<file path="config.mk">
export PLATFORM = sky130hd
export DESIGN_NAME = semaforo_planificador
export DESIGN_NICKNAME = d
export VERILOG_FILES = /design/src/rtl/semaforo_planificador.sv
export SDC_FILE = /design/constraint.sdc
export NUM_CORES = 1
export LEC_CHECK = 0
export CORE_UTILIZATION = 52
export DETAILED_ROUTE_END_ITERATION = 6
export PLACE_DENSITY = 0.86
export SYNTH_ARGS = -nofsm -noshare
export SYNTH_HDL_FRONTEND = slang
export SYNTH_SLANG_ARGS = --single-unit
</file>
<file path="constraint.sdc">
create_clock -name i_clk -period 6 [get_ports i_clk]
set_clock_uncertainty 0.15 [all_clocks]
set_input_delay 0.9 -clock i_clk [delete_from_list [all_inputs] [get_ports i_clk]]
set_output_delay 0.9 -clock i_clk [all_outputs]
set_load 0.005 [all_outputs]
</file>
<file path="src/rtl/semaforo_planificador.sv">
// semaforo_planificador: phase scheduler for a two-street intersection.
// Street A rests on green; street B and the pedestrian walk phase are served
// on demand from latched requests, each phase timed by a down-counter.
// Optional night flashing mode: define SEMAFORO_INTERMITENTE_EN to add the
// i_modo_noche input and the FLASH state.
//
// state        | meaning
// -------------+------------------------------------------------------------
// A_VERDE    0 | A green, B red; holds past its minimum until a request exists
// A_AMARILLO 1 | A yellow, B red
// TODO_ROJO  2 | all-red clearance; picks walk phase or green of siguiente
// B_VERDE    3 | B green for exactly T_VERDE, A red
// B_AMARILLO 4 | B yellow, A red
// PEATONAL   5 | both lights red, walk outputs follow the served mask
// FLASH      6 | night mode: both lights blink yellow/off (macro only)

module semaforo_planificador #(
    parameter int CW          = 4,
    parameter int T_VERDE     = 8,
    parameter int T_AMARILLO  = 2,
    parameter int T_TODO_ROJO = 1,
    parameter int T_PEATON    = 4
) (
    input  logic       i_clk,
    input  logic       i_rst,
    input  logic       i_enb,
    input  logic       i_req_a_peatonal,
    input  logic       i_req_b_peatonal,
    input  logic       i_sensor_b,
`ifdef SEMAFORO_INTERMITENTE_EN
    input  logic       i_modo_noche,
`endif
    output logic [1:0] o_semaforo_a,
    output logic [1:0] o_semaforo_b,
    output logic       o_a_peatonal,
    output logic       o_b_peatonal,
    output logic [2:0] o_fase,
    output logic [2:0] o_pendiente
);

    typedef enum logic [2:0] {
        S_A_VERDE    = 3'd0,
        S_A_AMARILLO = 3'd1,
        S_TODO_ROJO  = 3'd2,
        S_B_VERDE    = 3'd3,
        S_B_AMARILLO = 3'd4,
        S_PEATONAL   = 3'd5
`ifdef SEMAFORO_INTERMITENTE_EN
        , S_FLASH    = 3'd6
`endif
    } estado_t;

    localparam logic [1:0] LUZ_ROJO     = 2'b00;
    localparam logic [1:0] LUZ_AMARILLO = 2'b01;
    localparam logic [1:0] LUZ_VERDE    = 2'b10;
`ifdef SEMAFORO_INTERMITENTE_EN
    localparam logic [1:0] LUZ_APAGADO  = 2'b11;
`endif

    // Timer reload values: a state lasts exactly "duration" enabled cycles.
    localparam logic [CW-1:0] L_VERDE     = CW'(T_VERDE - 1);
    localparam logic [CW-1:0] L_AMARILLO  = CW'(T_AMARILLO - 1);
    localparam logic [CW-1:0] L_TODO_ROJO = CW'(T_TODO_ROJO - 1);
    localparam logic [CW-1:0] L_PEATON    = CW'(T_PEATON - 1);

    // Pending request bit positions in {veh_B, ped_B, ped_A}.
    localparam int P_PED_A = 0;
    localparam int P_PED_B = 1;
    localparam int P_VEH_B = 2;

    estado_t         r_estado;
    logic [CW-1:0]   r_timer;
    logic            r_sig_b;      // 0: next green is A, 1: next green is B
    logic [2:0]      r_pend;
    logic [1:0]      r_servida;    // {ped_B, ped_A} served in current walk phase
    logic [1:0]      r_sem_a;
    logic [1:0]      r_sem_b;
    logic            r_a_peat;
    logic            r_b_peat;
`ifdef SEMAFORO_INTERMITENTE_EN
    logic            r_flash_apagado;
    logic            w_flash_n;
`endif

    estado_t         w_estado_n;
    logic [CW-1:0]   w_timer_n;
    logic            w_sig_b_n;
    logic [2:0]      w_clr;
    logic [2:0]      w_pend_n;
    logic [1:0]      w_servida_n;
    logic [1:0]      w_sem_a_n;
    logic [1:0]      w_sem_b_n;
    logic [1:0]      w_walk_n;

    // Next-state, timer, routing and request-clear decisions.
    always_comb begin
        w_estado_n  = r_estado;
        w_timer_n   = r_timer;
        w_sig_b_n   = r_sig_b;
        w_servida_n = r_servida;
        w_clr       = 3'b000;
`ifdef SEMAFORO_INTERMITENTE_EN
        w_flash_n   = r_flash_apagado;
`endif
        if (i_enb) begin
            if (r_timer != '0) begin
                w_timer_n = r_timer - 1'b1;
            end else begin
                case (r_estado)
                    S_A_VERDE: begin
                        // Minimum green reached: leave only when someone waits.
                        if (r_pend != 3'b000) begin
                            w_estado_n = S_A_AMARILLO;
                            w_timer_n  = L_AMARILLO;
                        end
                    end
                    S_A_AMARILLO: begin
                        w_estado_n = S_TODO_ROJO;
                        w_sig_b_n  = 1'b1;
                        w_timer_n  = L_TODO_ROJO;
                    end
                    S_TODO_ROJO: begin
                        if (r_pend[P_PED_B:P_PED_A] != 2'b00) begin
                            w_estado_n  = S_PEATONAL;
                            w_timer_n   = L_PEATON;
                            w_servida_n = r_pend[P_PED_B:P_PED_A];
                            w_clr[P_PED_B:P_PED_A] = 2'b11;
                        end else if (r_sig_b) begin
                            w_estado_n     = S_B_VERDE;
                            w_timer_n      = L_VERDE;
                            w_clr[P_VEH_B] = 1'b1;
                        end else begin
                            w_estado_n = S_A_VERDE;
                            w_timer_n  = L_VERDE;
                        end
                    end
                    S_B_VERDE: begin
                        w_estado_n = S_B_AMARILLO;
                        w_timer_n  = L_AMARILLO;
                    end
                    S_B_AMARILLO: begin
                        w_estado_n = S_TODO_ROJO;
                        w_sig_b_n  = 1'b0;
                        w_timer_n  = L_TODO_ROJO;
                    end
                    S_PEATONAL: begin
                        // Walk phase already provides clearance: go straight to green.
                        w_servida_n = 2'b00;
                        w_timer_n   = L_VERDE;
                        if (r_sig_b) begin
                            w_estado_n     = S_B_VERDE;
                            w_clr[P_VEH_B] = 1'b1;
                        end else begin
                            w_estado_n = S_A_VERDE;
                        end
                    end
                    default: begin
                        w_estado_n = S_TODO_ROJO;
                        w_sig_b_n  = 1'b0;
                        w_timer_n  = L_TODO_ROJO;
                    end
                endcase
            end
        end
`ifdef SEMAFORO_INTERMITENTE_EN
        // Night mode overrides normal sequencing from any state.
        if (i_enb && i_modo_noche) begin
            w_clr       = 3'b000;
            w_servida_n = 2'b00;
            w_estado_n  = S_FLASH;
            if (r_estado != S_FLASH) begin
                w_timer_n = L_AMARILLO;
                w_flash_n = 1'b0;
            end else if (r_timer == '0) begin
                w_timer_n = L_AMARILLO;
                w_flash_n = ~r_flash_apagado;
            end else begin
                w_timer_n = r_timer - 1'b1;
            end
        end else if (i_enb && (r_estado == S_FLASH)) begin
            w_clr       = 3'b000;
            w_servida_n = 2'b00;
            w_estado_n  = S_TODO_ROJO;
            w_sig_b_n   = 1'b0;
            w_timer_n   = L_TODO_ROJO;
            w_flash_n   = 1'b0;
        end
`endif
    end

    // Request latching runs every clock, regardless of the advance enable.
    always_comb begin
        w_pend_n = (r_pend & ~w_clr) | {i_sensor_b, i_req_b_peatonal, i_req_a_peatonal};
`ifdef SEMAFORO_INTERMITENTE_EN
        if ((w_estado_n == S_FLASH) || (r_estado == S_FLASH)) begin
            w_pend_n = 3'b000;
        end
`endif
    end

    // Moore decode of the next state so the light outputs can be registered.
    always_comb begin
        w_sem_a_n = LUZ_ROJO;
        w_sem_b_n = LUZ_ROJO;
        w_walk_n  = 2'b00;
        case (w_estado_n)
            S_A_VERDE:    w_sem_a_n = LUZ_VERDE;
            S_A_AMARILLO: w_sem_a_n = LUZ_AMARILLO;
            S_B_VERDE:    w_sem_b_n = LUZ_VERDE;
            S_B_AMARILLO: w_sem_b_n = LUZ_AMARILLO;
            S_PEATONAL:   w_walk_n  = w_servida_n;
`ifdef SEMAFORO_INTERMITENTE_EN
            S_FLASH: begin
                w_sem_a_n = w_flash_n ? LUZ_APAGADO : LUZ_AMARILLO;
                w_sem_b_n = w_flash_n ? LUZ_APAGADO : LUZ_AMARILLO;
            end
`endif
            default: ;
        endcase
    end

    // State, timer, request and output registers with synchronous reset.
    always_ff @(posedge i_clk) begin
        if (i_rst) begin
            r_estado  <= S_TODO_ROJO;
            r_timer   <= L_TODO_ROJO;
            r_sig_b   <= 1'b0;
            r_pend    <= 3'b000;
            r_servida <= 2'b00;
            r_sem_a   <= LUZ_ROJO;
            r_sem_b   <= LUZ_ROJO;
            r_a_peat  <= 1'b0;
            r_b_peat  <= 1'b0;
`ifdef SEMAFORO_INTERMITENTE_EN
            r_flash_apagado <= 1'b0;
`endif
        end else begin
            r_estado  <= w_estado_n;
            r_timer   <= w_timer_n;
            r_sig_b   <= w_sig_b_n;
            r_pend    <= w_pend_n;
            r_servida <= w_servida_n;
            r_sem_a   <= w_sem_a_n;
            r_sem_b   <= w_sem_b_n;
            r_a_peat  <= w_walk_n[0];
            r_b_peat  <= w_walk_n[1];
`ifdef SEMAFORO_INTERMITENTE_EN
            r_flash_apagado <= w_flash_n;
`endif
        end
    end

    assign o_semaforo_a = r_sem_a;
    assign o_semaforo_b = r_sem_b;
    assign o_a_peatonal = r_a_peat;
    assign o_b_peatonal = r_b_peat;
    assign o_fase       = r_estado;
    assign o_pendiente  = r_pend;

endmodule

</file>
==> results of run 1 <==
## area by class of cell
class	count	area (um2)	area share
Clock buffer	3	22.5	0.0208
Clock inverter	1	5.00	0.00462
Inverter	3	11.3	0.0104
Multi-Input combinational cell	79	474	0.438
Sequential cell	19	380	0.351
Tap cell	16	20.0	0.0185
Timing Repair Buffer	17	170	0.157
## cells by family after synthesis
| group | synth area share |
|---|---|
| compound gates | 0.210 |
| fa+ha+maj | 0.0141 |
| xor+xnor | 0.00985 |
| simple gates | 0.288 |
| buf+inv | 0.0394 |
| flops | 0.428 |
| mux | 0.0113 |
## state kept, by name (all words and copies together), names as in the netlist
signal        count
o_pendiente       3
o_a_peatonal      1
r_sig_b           1
r_servida         2
r_timer           4
o_semaforo_b      2
o_fase            3
o_b_peatonal      1
o_semaforo_a      2
## stage by stage
step	power [uW]	hold slack, ps	instance area, um2	instances	utilization
after floorplan	220	286	890	105	-
after global placement	245	293	1060	134	0.677
after detailed placement	249	309	1060	134	0.677
after CTS	311	324	1080	138	0.695
after global routing	331	395	1080	138	0.695
final	310	327	1080	138	0.695
## Yosys cell counts
master	n
xnor2_1	1
o41ai_1	1
mux2i_1	1
nand4bb_1	1
a21oi_1	9
nor3b_2	1
clkbuf_2	1
nor3_1	5
nor4b_1	1
a31oi_1	2
o21a_1	3
or4b_2	1
a222oi_1	1
buf_6	1
o21bai_1	1
nor2_1	17
a221o_1	1
a2111oi_0	1
and4bb_1	1
a22oi_1	1
o21ba_2	1
and3b_1	1
nand3_1	3
nand2_1	10
a221oi_1	1
a211oi_1	1
ha_1	1
nor3b_1	1
o21ai_0	4
and2_1	1
inv_1	3
nor3_2	1
dfxtp_1	19
or2b_1	1
nand2b_1	2
clkbuf_1	2
a21o_1	1
or4_1	1
## power groups by stage
stage               registers (uW)  logic (uW)  clock network [uW]
detailed placement             155        94.1                   0
global placement               154        90.6                   0
CTS                            152        94.6                64.2
global route                   155         108                68.9
floorplan                      151        68.7                   0
finish                         153        96.1                61.7
## worst max-delay path, delay by kind of cell
| kind | cells | cell delay [ps] |
|---|---|---|
| AND/OR/NAND/NOR | 4 | 870 |
| AO/OA/AOI/OAI | 1 | 540 |
| buffers and inverters | 1 | 600 |
## per-layer routing
metal,GRT usage,wire length [um]
met1,0.310,827
met2,0.370,864
met3,0.0375,152
met4,0.119,43
met5,0,0
## final timing paths
check                  to  cells after the start
max          o_b_peatonal                      6
min            r_timer[0]                      2
max reg2reg  o_b_peatonal                      7
min reg2reg    r_timer[0]                      2
## placed cells by master (no fill, tap or decap), types with 2 or more instances in the layout
master	Yosys	final
dfxtp_1	19	19
nor2_1	17	17
clkdlybuf4s50_1	0	17
nand2_1	10	10
a21oi_1	9	9
nor3_1	5	5
o21ai_0	4	4
inv_1	3	3
nand3_1	3	3
o21a_1	3	3
clkbuf_4	0	3
nand2b_1	2	2
a31oi_1	2	2
==> qor.txt, run 1 <==
Critical path class: in2reg
Clk buf depth: 2
Pre-CTS WS: 2880 ps
Synth area leaders: dfxtp_1 (43%), nor2_1 (7.2%), a21oi_1 (5.1%)
Row count: 14
Vias: 832
Register-to-register setup slack: 3700 ps
Netlist cell types: 38
Final setup fails: 0
Area share of the largest cell type after synthesis: 0.428
Internal Pwr Total: 210 uW
Final Cycle Share: 0.474
Seq/Total Area, Yosys: 0.428
Final min period: 2840 ps
Crit path DAT: 2910 ps
Wire length per cell: 13.7 um
Mapped Area: 890 um2
Critical Path End Type: flip-flop
Clk pwr share: 0.199
Psw: 100 uW
Layout area overhead: 21.8%
Num CTS Buffers: 3
Hold Crit Start: r_timer[0]
Hold Fails Final Rpt: 0
Hold Crit Class: reg2reg
CTS resizes: 0
Least-Margin Pin Slew: 639 ps
Leakage: 0.000412 uW
Grt total ovfl: 0
Number of routed nets with antenna violations: 0
Share of cells above drive strength 1: 0.0656
Fin nets: 130
Final worst slack: 3160 ps
DIE WIDTH: 43.4 um
FMAX: 352 MHz
Number of port buffers: 17
Gr usage total: 0.234
Synth Area per Inst: 8.47 um2
Critical path startpoint: i_enb
Count of boundary I/O pins: 18
DIE HEIGHT: 43.4 um
Fillers: 116
Syn Inst Count: 105
CP max FO: 8
Slew headroom: 0.574
Die area: 0.00188 mm2
Total of max-cap violations: 0
Cell taking the most area after synthesis: dfxtp_1
Initial antenna violation count: 0
Crit path launch type: input port
RSZ-0062 raised after global routing: no
Clock Sinks: 19
Largest net degree at the start of global routing: 15
Initial core utilization: 0.571
Slowest-stage cell, CP: clkdlybuf4s50_1
DRT iter0 DRCs: 38
# Post-CTS Setup Buffers: 0
CTS tree: built
Sw Share: 0.324
Required @ worst endpoint: 6070 ps
Reg power frac: 0.492
Synth Warn #: 0
N_diodes: 0
Cell area power density: 287 mW/mm2
Residual DRC count: 4
R2R Path Start: r_timer[0]
Vias per cell: 6.03
Setup TNS: 0 ps
Run status: finished with violations
Routed wire length: 1.89 mm
Placer Congestion: 0.911
Worst skew pair latency: 290 ps
Drt pass-1 iters: 7
Crit-path max cell delay: 600 ps
CP dominant cell by count: nand2_1
Slew Viols, Final: 0
Hold_buf cts: 0
CTS H-Tree Depth: 1
Synthesized Nets: 112
HPWL after detailed placement: 1.36 mm
Worst path cell trace: clkdlybuf4s50_1 > and4bb_1 > nand2_1 > a222oi_1 > nand2_1 > nor3_2
Peak VDD IR: 164 uV
Comb pwr share: 0.310
CTS clk-pin slew, worst paths: 110 ps
Register bit total from synthesis: 19
Vias in the first global route: 773
Root Driver: clkbuf_4
First-pass GRT wire length: 3.34 mm
Failing checks: design-rule violations
Core box area: 0.00156 mm2
No activity file was read; power rests on OpenSTA's default activity.
==> run 2, diff against run 1 <==
--- a/config.mk
+++ b/config.mk
@@ -5,9 +5,9 @@
 export SDC_FILE = /design/constraint.sdc
 export NUM_CORES = 1
 export LEC_CHECK = 0
-export CORE_UTILIZATION = 52
+export CORE_UTILIZATION = 49
 export DETAILED_ROUTE_END_ITERATION = 6
-export PLACE_DENSITY = 0.86
+export PLACE_DENSITY = 0.82
 export SYNTH_ARGS = -nofsm -noshare
 export SYNTH_HDL_FRONTEND = slang
 export SYNTH_SLANG_ARGS = --single-unit
==> constraint.sdc (replaced) <==
create_clock -name i_clk -period 2.8 [get_ports i_clk]
set_clock_uncertainty 0.15 [all_clocks]
set_input_delay 0.42 -clock i_clk [delete_from_list [all_inputs] [get_ports i_clk]]
set_output_delay 0.42 -clock i_clk [all_outputs]
set_load 0.005 [all_outputs]
==> qor.txt, run 2 (synthesized netlist as in run 1, its figures left out) <==
Leakage: 0.000416 uW
Peak VDD IR: 383 uV
Hold_buf cts: 0
DIE HEIGHT: 44.6 um
CTS tree: built
N_diodes: 0
CP max FO: 8
Number of port buffers: 17
GRT met3 Usage: 0.0245
Slowest-stage cell, CP: a2111oi_0
Vias per cell: 5.72
Hold Crit Class: reg2reg
Setup TNS: 0 ps
Worst skew pair latency: 300 ps
Largest Register: r_timer
Slew Viols, Final: 0
Grt total ovfl: 0
First-pass GRT wire length: 3.01 mm
Hold Fails Final Rpt: 0
Drt pass-1 iters: 5
Worst path cell trace: clkdlybuf4s50_1 > nand4bb_1 > a2111oi_0 > a221oi_1 > nor3b_1
DIE WIDTH: 44.6 um
Gr usage total: 0.207
Share of cells above drive strength 1: 0.0732
Root Driver: clkbuf_4
Met1 Resource Use GR: 0.270
Final setup fails: 0
Number of routed nets with antenna violations: 0
WHS Path Cells: 2
CTS resizes: 0
RSZ-0062 raised after global routing: no
Crit-path max cell delay: 700 ps
Min Hold Slack: 329 ps
Gr busiest metal: met2
Met2 usage: 0.338
Placer Congestion: 0.870
Routed wire length: 1.84 mm
Cell area power density: 609 mW/mm2
Residual DRC count: 0
HPWL after detailed placement: 1.39 mm
Clk buf depth: 2
# Post-CTS Setup Buffers: 0
Final Cycle Share: 0.855
CTS H-Tree Depth: 1
Placement Cell Area: 0.00107 mm2
Wire length per cell: 12.5 um
Util after Layout: 0.645
Required @ worst endpoint: 2870 ps
DRT iter0 DRCs: 47
Die area: 0.00199 mm2
Vias in the first global route: 693
Num CTS Buffers: 3
Fillers: 140
Clock Sinks: 19
Crit path DAT: 2470 ps
Total of max-cap violations: 0
Run status: complete, no violations
Fin nets: 131
Max reg flops: 4
CTS clk-pin slew, worst paths: 110 ps
Count of boundary I/O pins: 18
Placed Cells: 144
Core box area: 0.00171 mm2
Initial antenna violation count: 0
Most frequent cells in the layout: dfxtp_1 (19), nor2_1 (17), clkdlybuf4s50_1 (17), nand2_1 (10), a21oi_1 (9)
Layout area overhead: 23.9%
FMAX: 417 MHz
Largest net degree at the start of global routing: 15
Most common cell after layout, fill and taps aside: dfxtp_1
Worst r2r path cells: 6
Critical path class: in2reg
Slew headroom: 0.511
Row count: 15
Critical Path End Type: flip-flop
Least-Margin Pin Slew: 715 ps
Final min period: 2400 ps
Post-layout instance area: 0.00110 mm2
Initial core utilization: 0.521
Crit path launch type: input port
Finished Layout Cells: 148
Vias: 847
==> run 2: worst paths after layout <==
path,start,to,slack (ps)
setup / recovery,i_enb,o_semaforo_b[1],400
hold / removal,r_timer[0],r_timer[0],330
setup reg to reg,r_timer[0],o_semaforo_b[1],470
hold reg to reg,r_timer[0],r_timer[0],330
==> run 2: power breakdown <==
part / internal, uW / leakage, uW / total (uW) / switching [uW]
clock network: 53.3 / 0.0000177 / 137 / 84.1
registers: 297 / 0.000156 / 327 / 30.1
logic: 103 / 0.000243 / 207 / 104
total: 453 / 0.000416 / 672 / 218
==> run 2: per-stage QoR <==
| stage | setup WS (ps) | total power [uW] |
|---|---|---|
| final | 405 | 672 |
| after floorplan | 806 | 471 |
| after detailed placement | 150 | 537 |
| after global placement | 280 | 530 |
| after CTS | 464 | 671 |
| after global routing | 273 | 711 |
==> run 2: final cells by class <==
cell class	instances	area [um2]	area share
sequential	19	380	0.345
clock inverter	1	5.00	0.00454
timing repair buffer	18	178	0.161
multi-input combinational	79	474	0.430
tap	25	31.3	0.0284
inverter	3	11.3	0.0102
clock buffer	3	22.5	0.0204
==> run 2: critical path, delay by kind of cell <==
family,cells,cell delay [ps]
AOI/OAI and AO/OA,2,940
and+or+nand+nor,2,480
buffers and inverters,1,620
==> run 2: layer usage <==
metal  up-vias  part of all wire
met5         -                 0
met4         0             0.022
met3         7             0.067
met2        49              0.47
met1       376              0.44
li1        415                 -
==> run 3, diff against run 2 <==
--- a/config.mk
+++ b/config.mk
@@ -5,9 +5,9 @@
 export SDC_FILE = /design/constraint.sdc
 export NUM_CORES = 1
 export LEC_CHECK = 0
-export CORE_UTILIZATION = 49
+export CORE_UTILIZATION = 36
 export DETAILED_ROUTE_END_ITERATION = 6
-export PLACE_DENSITY = 0.82
+export PLACE_DENSITY = 0.64
 export SYNTH_ARGS = -nofsm -noshare
 export SYNTH_HDL_FRONTEND = slang
 export SYNTH_SLANG_ARGS = --single-unit
==> qor.txt, run 3 (synthesized netlist as in run 1, its figures left out) <==
DIE HEIGHT: 51.7 um
Final setup fails: 0
HPWL after detailed placement: 1.39 mm
Hold Crit Start: r_timer[0]
Crit path DAT: 2390 ps
Leakage: 0.000412 uW
Required @ worst endpoint: 2810 ps
Residual DRC count: 0
DIE WIDTH: 51.7 um
Most common cell after layout, fill and taps aside: dfxtp_1
Initial antenna violation count: 0
Drt pass-1 iters: 4
Met3 wire len: 106 um
Placed Cells: 146
Clk buf depth: 2
CP max FO: 8
R2R Path End: o_semaforo_b[1]
Clock Sinks: 19
Hold Fails Final Rpt: 0
First-pass GRT wire length: 3.10 mm
Max reg flops: 4
Run status: complete, no violations
Count of boundary I/O pins: 18
Vias: 818
N_diodes: 0
Worst skew pair latency: 300 ps
Wire length per cell: 12.7 um
FMAX: 419 MHz
WHS Path Cells: 2
RSZ-0062 raised after global routing: no
Met1 wire length: 923 um
Grt total ovfl: 0
Slew headroom: 0.495
Gr usage total: 0.154
Top layer in use: met4
Metal2 WL: 868 um
Worst r2r path cells: 7
R2R Path Start: r_timer[0]
Root Driver: clkbuf_4
CTS clk-pin slew, worst paths: 110 ps
Setup TNS: 0 ps
Critical path class: in2reg
Cell area power density: 613 mW/mm2
Fin nets: 130
Peak VDD IR: 332 uV
Crit path launch type: input port
Share of cells above drive strength 1: 0.0656
Hold Crit Class: reg2reg
Hold_buf cts: 0
CTS H-Tree Depth: 1
CTS resizes: 0
CTS tree: built
Die area: 0.00267 mm2
Register-to-register setup slack: 440 ps
Number of routed nets with antenna violations: 0
Critical Path End Type: flip-flop
Total of max-cap violations: 0
Final Cycle Share: 0.853
Most frequent cells in the layout: dfxtp_1 (19), nor2_1 (17), clkdlybuf4s50_1 (17), nand2_1 (10), a21oi_1 (9)
# Post-CTS Setup Buffers: 0
Hold EP: r_timer[0]
Largest Register: r_timer
Num CTS Buffers: 3
Vias per cell: 5.45
Placer Congestion: 0.822
Number of port buffers: 17
Least-Margin Pin Slew: 758 ps
Row count: 17
Finished Layout Cells: 150
Vias in the first global route: 715
Routed wire length: 1.91 mm
Slew Viols, Final: 0
Layout area overhead: 23.5%
Largest net degree at the start of global routing: 15
Final min period: 2390 ps
Initial core utilization: 0.391
Core box area: 0.00228 mm2
DRT iter0 DRCs: 22
==> run 3: worst max-delay path by stage <==
stage                from               to  slack, ps  cells past startpoint
6_report            i_enb  o_semaforo_b[1]        410                      6
5_1_grt             i_enb  o_semaforo_b[1]        230                      5
4_1_cts             i_enb  o_semaforo_b[1]        420                      5
3_5_place_dp        i_enb  o_semaforo_b[1]        110                      5
3_3_place_gp        i_enb     o_b_peatonal        240                      6
2_1_floorplan  r_timer[0]  o_semaforo_b[1]        810                      8
==> run 3: stage by stage <==
stage          area (um2)  power [uW]  setup WS (ps)  utilization  hold slack (ps)
2_1_floorplan         890         471            806            -              286
3_3_place_gp         1070         531            245        0.471              295
3_5_place_dp         1070         536            109        0.471              311
4_1_cts              1100         674            418        0.483              331
5_1_grt              1100         714            226        0.483              361
6_report             1100         673            412        0.483              328
==> run 3: per-layer routing <==
layer,vias up,track usage
met5,-,0
met4,0,0.0541
met3,2,0.0292
met2,25,0.251
met1,375,0.203
li1,416,-
==> run 3: layout make-up <==
cell class	instances	area, um2
fill	206	1180
inverter	3	11.3
multi-input combinational	79	474
tap	28	35.0
sequential	19	380
clock buffer	3	22.5
timing repair buffer	17	170
clock inverter	1	5.00
==> run 3: worst max-delay path: stages <==
cell and delay, ps:
clkdlybuf4s50_1 530, and4bb_1 370, nand2_1 140, o21ai_0 120, a221oi_1 670, nor3b_1 150
==> run 3: power breakdown <==
part / switching (uW) / internal (uW) / leakage [uW] / total, uW
clock: 87.8 / 53.2 / 0.0000177 / 141
combinational: 105 / 100 / 0.000239 / 205
sequential: 30.6 / 297 / 0.000156 / 327
total: 223 / 450 / 0.000412 / 673
